## src/rtl/seq_mul_responder_pkg.sv

```systemverilog
// Shared constants for the sequential multiply path of the ALU.
// Opcode and RL/RH pseudo-register addresses sit beside the legacy opcode defines.
package seq_mul_responder_pkg;

  localparam int unsigned DEFAULT_WIDTH = 16;

  localparam logic [7:0] SMUL_SEQ = 8'h2A;
  localparam logic [3:0] RL_ADDR  = 4'hE;
  localparam logic [3:0] RH_ADDR  = 4'hF;

endpackage

```

## src/rtl/seq_mul_responder_step.sv

```systemverilog
// One shift-add iteration: adds the multiplicand shifted by the bit position
// into the accumulator when the current multiplier bit is set.
module mul_shift_add_step #(
  parameter int unsigned WIDTH = 16,
  parameter int unsigned CW    = $clog2(WIDTH)
) (
  input  logic [2*WIDTH-1:0] acc_i,
  input  logic [WIDTH-1:0]   mcand_i,
  input  logic               bit_i,
  input  logic [CW-1:0]      count_i,
  output logic [2*WIDTH-1:0] acc_o
);

  logic [2*WIDTH-1:0] addend;

  always_comb begin
    addend = {{WIDTH{1'b0}}, mcand_i} << count_i;
    acc_o  = bit_i ? (acc_i + addend) : acc_i;
  end

endmodule

```

## src/rtl/seq_mul_responder.sv

```systemverilog
// Iterative shift-add multiplier responding to ALU multiply requests; one
// multiplier bit per clock, sign applied to the magnitude product at the end.
module seq_mul_responder
  import seq_mul_responder_pkg::*;
#(
  parameter int unsigned WIDTH = DEFAULT_WIDTH
) (
  input  logic             Clock,
  input  logic             Reset,
  input  logic             iStart,
  input  logic             iSigned,
  input  logic [WIDTH-1:0] iA,
  input  logic [WIDTH-1:0] iB,
  output logic             oBusy,
  output logic             oDone,
  output logic [WIDTH-1:0] oRL,
  output logic [WIDTH-1:0] oRH
);

  localparam int unsigned CW = $clog2(WIDTH);

  localparam logic [1:0] S_IDLE = 2'd0;
  localparam logic [1:0] S_RUN  = 2'd1;
  localparam logic [1:0] S_FIX  = 2'd2;
  localparam logic [1:0] S_DONE = 2'd3;

  logic [1:0]         state_q, state_d;
  logic [CW-1:0]      count_q, count_d;
  logic [2*WIDTH-1:0] acc_q, acc_d;
  logic [WIDTH-1:0]   mcand_q, mcand_d;
  logic [WIDTH-1:0]   mplier_q, mplier_d;
  logic               neg_q, neg_d;
  logic               busy_q, busy_d;
  logic               done_q, done_d;
  logic [WIDTH-1:0]   rl_q, rl_d;
  logic [WIDTH-1:0]   rh_q, rh_d;

  logic [2*WIDTH-1:0] step_acc;
  logic [2*WIDTH-1:0] product;
  logic [WIDTH-1:0]   a_mag, b_mag;

  mul_shift_add_step #(
    .WIDTH (WIDTH),
    .CW    (CW)
  ) u_step (
    .acc_i   (acc_q),
    .mcand_i (mcand_q),
    .bit_i   (mplier_q[count_q]),
    .count_i (count_q),
    .acc_o   (step_acc)
  );

  // Magnitudes stay W-bit unsigned so that -2^(W-1) maps to 2^(W-1) exactly.
  always_comb begin
    a_mag   = (iSigned && iA[WIDTH-1]) ? -iA : iA;
    b_mag   = (iSigned && iB[WIDTH-1]) ? -iB : iB;
    product = neg_q ? -acc_q : acc_q;
  end

  always_comb begin
    state_d  = state_q;
    count_d  = count_q;
    acc_d    = acc_q;
    mcand_d  = mcand_q;
    mplier_d = mplier_q;
    neg_d    = neg_q;
    busy_d   = busy_q;
    done_d   = 1'b0;
    rl_d     = rl_q;
    rh_d     = rh_q;
    case (state_q)
      S_IDLE, S_DONE: begin
        state_d = S_IDLE;
        if (iStart) begin
          mcand_d  = a_mag;
          mplier_d = b_mag;
          neg_d    = iSigned & (iA[WIDTH-1] ^ iB[WIDTH-1]);
          acc_d    = '0;
          count_d  = '0;
          busy_d   = 1'b1;
          state_d  = S_RUN;
        end
      end
      S_RUN: begin
        acc_d = step_acc;
        if (count_q == CW'(WIDTH - 1)) begin
          count_d = '0;
          state_d = S_FIX;
        end else begin
          count_d = count_q + CW'(1);
        end
      end
      S_FIX: begin
        rl_d    = product[WIDTH-1:0];
        rh_d    = product[2*WIDTH-1:WIDTH];
        done_d  = 1'b1;
        busy_d  = 1'b0;
        state_d = S_DONE;
      end
      default: state_d = S_IDLE;
    endcase
  end

  always_ff @(posedge Clock or posedge Reset) begin
    if (Reset) begin
      state_q  <= S_IDLE;
      count_q  <= '0;
      acc_q    <= '0;
      mcand_q  <= '0;
      mplier_q <= '0;
      neg_q    <= 1'b0;
      busy_q   <= 1'b0;
      done_q   <= 1'b0;
      rl_q     <= '0;
      rh_q     <= '0;
    end else begin
      state_q  <= state_d;
      count_q  <= count_d;
      acc_q    <= acc_d;
      mcand_q  <= mcand_d;
      mplier_q <= mplier_d;
      neg_q    <= neg_d;
      busy_q   <= busy_d;
      done_q   <= done_d;
      rl_q     <= rl_d;
      rh_q     <= rh_d;
    end
  end

  assign oBusy = busy_q;
  assign oDone = done_q;
  assign oRL   = rl_q;
  assign oRH   = rh_q;

endmodule

```

## config.mk

```make
export PLATFORM = sky130hd
export DESIGN_NAME = seq_mul_responder
export DESIGN_NICKNAME = d
export VERILOG_FILES = /design/src/rtl/seq_mul_responder_pkg.sv /design/src/rtl/seq_mul_responder_step.sv /design/src/rtl/seq_mul_responder.sv
export SDC_FILE = /design/constraint.sdc
export NUM_CORES = 1
export LEC_CHECK = 0
export ABC_AREA = 1
export ABC_CLOCK_PERIOD_IN_PS = 4400
export BUFFER_PORTS_ARGS = -buffer_cell sky130_fd_sc_hd__buf_2
export CAP_MARGIN = 20
export CORE_MARGIN = 2
export CORE_UTILIZATION = 31
export CTS_CLUSTER_SIZE = 8
export DETAILED_ROUTE_END_ITERATION = 16
export GPL_TIMING_DRIVEN = 0
export SYNTH_ARGS = -nofsm -noshare
export SYNTH_HDL_FRONTEND = slang
export SYNTH_SLANG_ARGS = --single-unit
```

## constraint.sdc

```tcl
create_clock -name Clock -period 4.4 [get_ports Clock]
set_clock_uncertainty 0.05 [all_clocks]
set_input_delay 0.66 -clock Clock [delete_from_list [all_inputs] [get_ports Clock]]
set_output_delay 0.66 -clock Clock [all_outputs]
set_load 0.01 [all_outputs]
```

==> flow_summary.toml <==
[sta]
fmax_mhz = 285
rsz0062_at_grt = "no"
min_period_over_period = 0.797
setup_viol = 0
finalMaxSlewViolations = 0
relSlewSlack = 0.534
timing.hold.ws_ns = 0.304
worst_slew_pin_slew_ns = 0.699
period_needed_ns = 3.51
setup_tns_ns = 0
hold_violations = 0

[critical_path]
path_cells = "buf_6, buf_4, buf_4, nand2_1, nand2_1, nand2_1, o21ai_0, nand2_1, o21ai_0, nand2_1, o21ai_0, ha_1, nand2_1, nor2_1, inv_1, nor3_1, nand2_1, nand2_1, nand2_1, nand2_1, nand2_1, nand3_1, nand2_1"
reg2reg_slack_ns = 0.89
crit_arrival_ns = 3.71
required_ns = 4.60
critical_path.slowest_cell = "dfrtp_1"
path_max_fanout = 10
critPathLaunchType = "flip-flop"
cp-end-kind = "flip-flop"
reg2reg_depth = 23
crit_path_max_incr_delay_ns = 0.40
timing.critical_path.mode_cell = "nand2_1"
r2r_start = "count_q[0]"
crit_family = "simple AND/OR/NAND/NOR gates"
path_buf_inv = 4
timing.rr.end = "acc_q[29]"
path_class = "flip-flop to flip-flop"

[placement]
dp_hpwl_um = 20200
numPortBuffers = 69
place_congestion = 0.976

[grt]
grt_pass1_vias = 7914
antenna_found_initial = 0
track_usage = 0.175
grt_pass1_wl_um = 40300
overflow = 0
grt_max_degree = 66

[clocking]
cts-root-buf = "clkbuf_16"
post_cts_buffers = 0
clkTransAtPathRegs_ns = 0.07
htree_levels = 3
clk_latency_ns = 0.37
cts_sinks = 105
cts_buffer_depth = 2
tritoncts = "done"
ctsHoldBuffers = 0
cts_resized = 0
cts_made_buffers = 9

[synth]
synth_simple_gate_area_share = 0.366
synth_xor_area_frac = 0.0518
synthCells = 1353
async_flop_share = 1.00
synth_edf_count = 0
synth_top_family_by_area = "simple AND/OR/NAND/NOR gates"
yosys_warnings = 0
syn_nets = 1427
ys_types = 44
synth_top_area_frac = 0.305
ys.flop_type = "dfrtp_1"
synthAdderAreaFrac = 0.0560
synth_common_cells = "nand2_1, inv_1, nor2_1, o21ai_0, dfrtp_1"
synthTopCellsByArea = "dfrtp_1, nand2_1, inv_1, o21ai_0, nor2_1"
avgSynthCellArea_um2 = 6.38
synth-compound-area-share = 0.126
ys_ff_latch = 105
yosys.area.top_type = "dfrtp_1"
ys_seq_area_frac = 0.305
synth.most_common_cell = "nand2_1"
syn_area_um2 = 8630
synthMuxAreaShare = 0.00247

[drt]
drcViolationCount = 0
drt_wl_total_um = 24700
via_per_inst = 4.71
drt_iter0_markers = 652
routedWlPerCell_um = 13.6
num_vias = 8561
ant_nets = 0
dr.pass1.iters = 4

[floorplan]
die_y_um = 171
core-area_um2 = 27600
num_io_pins = 70
fp.dieW_um = 171
num_rows = 61
start_util = 0.312
die_area_um2 = 29200

[power_and_ir_drop]
max-vdd-ir-drop_uv = 219
power_leakage_uw = 0.00514
powerDensity_nw_per_um2 = 643

[layout]
area_delta_synth_final_pct = 13.1
drive_above_1_share = 0.0917
final_core_util = 0.353
fillCellCount = 3080
layout.nets = 1508
diodes = 0

[flow_run]
cap_viol_max_count = 0

[min_path]
hp-class = "input pin to asynchronous set/reset pin"

[outcome]
status = "complete, no violations"
[per-layer routing]
layer	global-route usage	up-vias	share of wire
met5	0	-	0
met1	0.240	3840	0.49
met3	0.0236	30	0.049
li1	-	4487	-
met4	0.0545	0	0.020
met2	0.284	204	0.44
[metrics by stage]
| stage | worst slack (ns) | area, µm² | total power, µW | std cells |
|---|---|---|---|---|
| after floorplan | 0.929 | 8630 | 4360 | 1353 |
| after global placement | -0.556 | 9450 | 5400 | 1800 |
| after detailed placement | 0.987 | 9480 | 5460 | 1801 |
| after CTS | 0.952 | 9760 | 6290 | 1817 |
| after global routing | 0.570 | 9760 | 6890 | 1817 |
| final | 0.891 | 9760 | 6280 | 1817 |
[logic make-up after synthesis]
family | count (synthesis)
AO/OA/AOI/OAI | 189
XOR/XNOR | 51
buffers and inverters | 200
AND/OR/NAND/NOR | 768
adder cells (fa/ha/maj) | 38
multiplexers | 2
flip-flops | 105
[worst reg2reg max path, delay by kind of cell (launching register included)]
kind	cells	cell delay, ns
adders and majority gates	1	0.40
buffers and inverters	4	0.58
AOI/OAI and AO/OA	3	0.44
and+or+nand+nor	15	1.54
DFF	1	0.40
[state kept, by name, indices dropped and copies added (netlist names)]
name and count:
mplier_q 16, oRH 16, mcand_q 16, oBusy 1
state_q 2, count_q 4, oDone 1, oRL 16
acc_q 32, neg_q 1
[how the worst max path moves through the flow]
stage	from	end	slack, ns	cells after the start
detailed placement	count_q[0]	acc_q[22]	0.99	21
global route	count_q[0]	acc_q[22]	0.57	21
finish	count_q[0]	acc_q[29]	0.89	23
CTS	count_q[0]	acc_q[22]	0.95	21
floorplan	Reset	acc_q[0]	0.93	1
global placement	Reset	oRH[13]	-0.56	2
[area by class of cell]
type | instances | area, µm² | share of cell area
inverters | 160 | 606 | 0.0620
repair buffers | 70 | 373 | 0.0382
well taps | 378 | 473 | 0.0484
clock buffers | 9 | 225 | 0.0231
clock inverters | 7 | 60.1 | 0.00615
flip-flops and latches | 105 | 2630 | 0.269
multi-input cells | 1048 | 5200 | 0.532
plain buffers | 40 | 201 | 0.0206
[power by group]
group | internal [µW] | switching [µW] | leakage (µW)
clock network | 396 | 410 | 0.000136
registers | 1310 | 260 | 0.00136
logic | 1330 | 2570 | 0.00364
total | 3040 | 3240 | 0.00514
[cell usage in the layout (no fill, tap or decap), types with 11 or more instances in the layout]
master,n
nand2_1,485
inv_1,152
nor2_1,131
o21ai_0,110
dfrtp_1,105
nand3_1,98
buf_2,71
a21oi_1,38
xor2_1,37
ha_1,37
clkbuf_1,26
nand4_1,16
xnor2_1,14
nand3b_1,11
(Power assumes the default switching activity.)
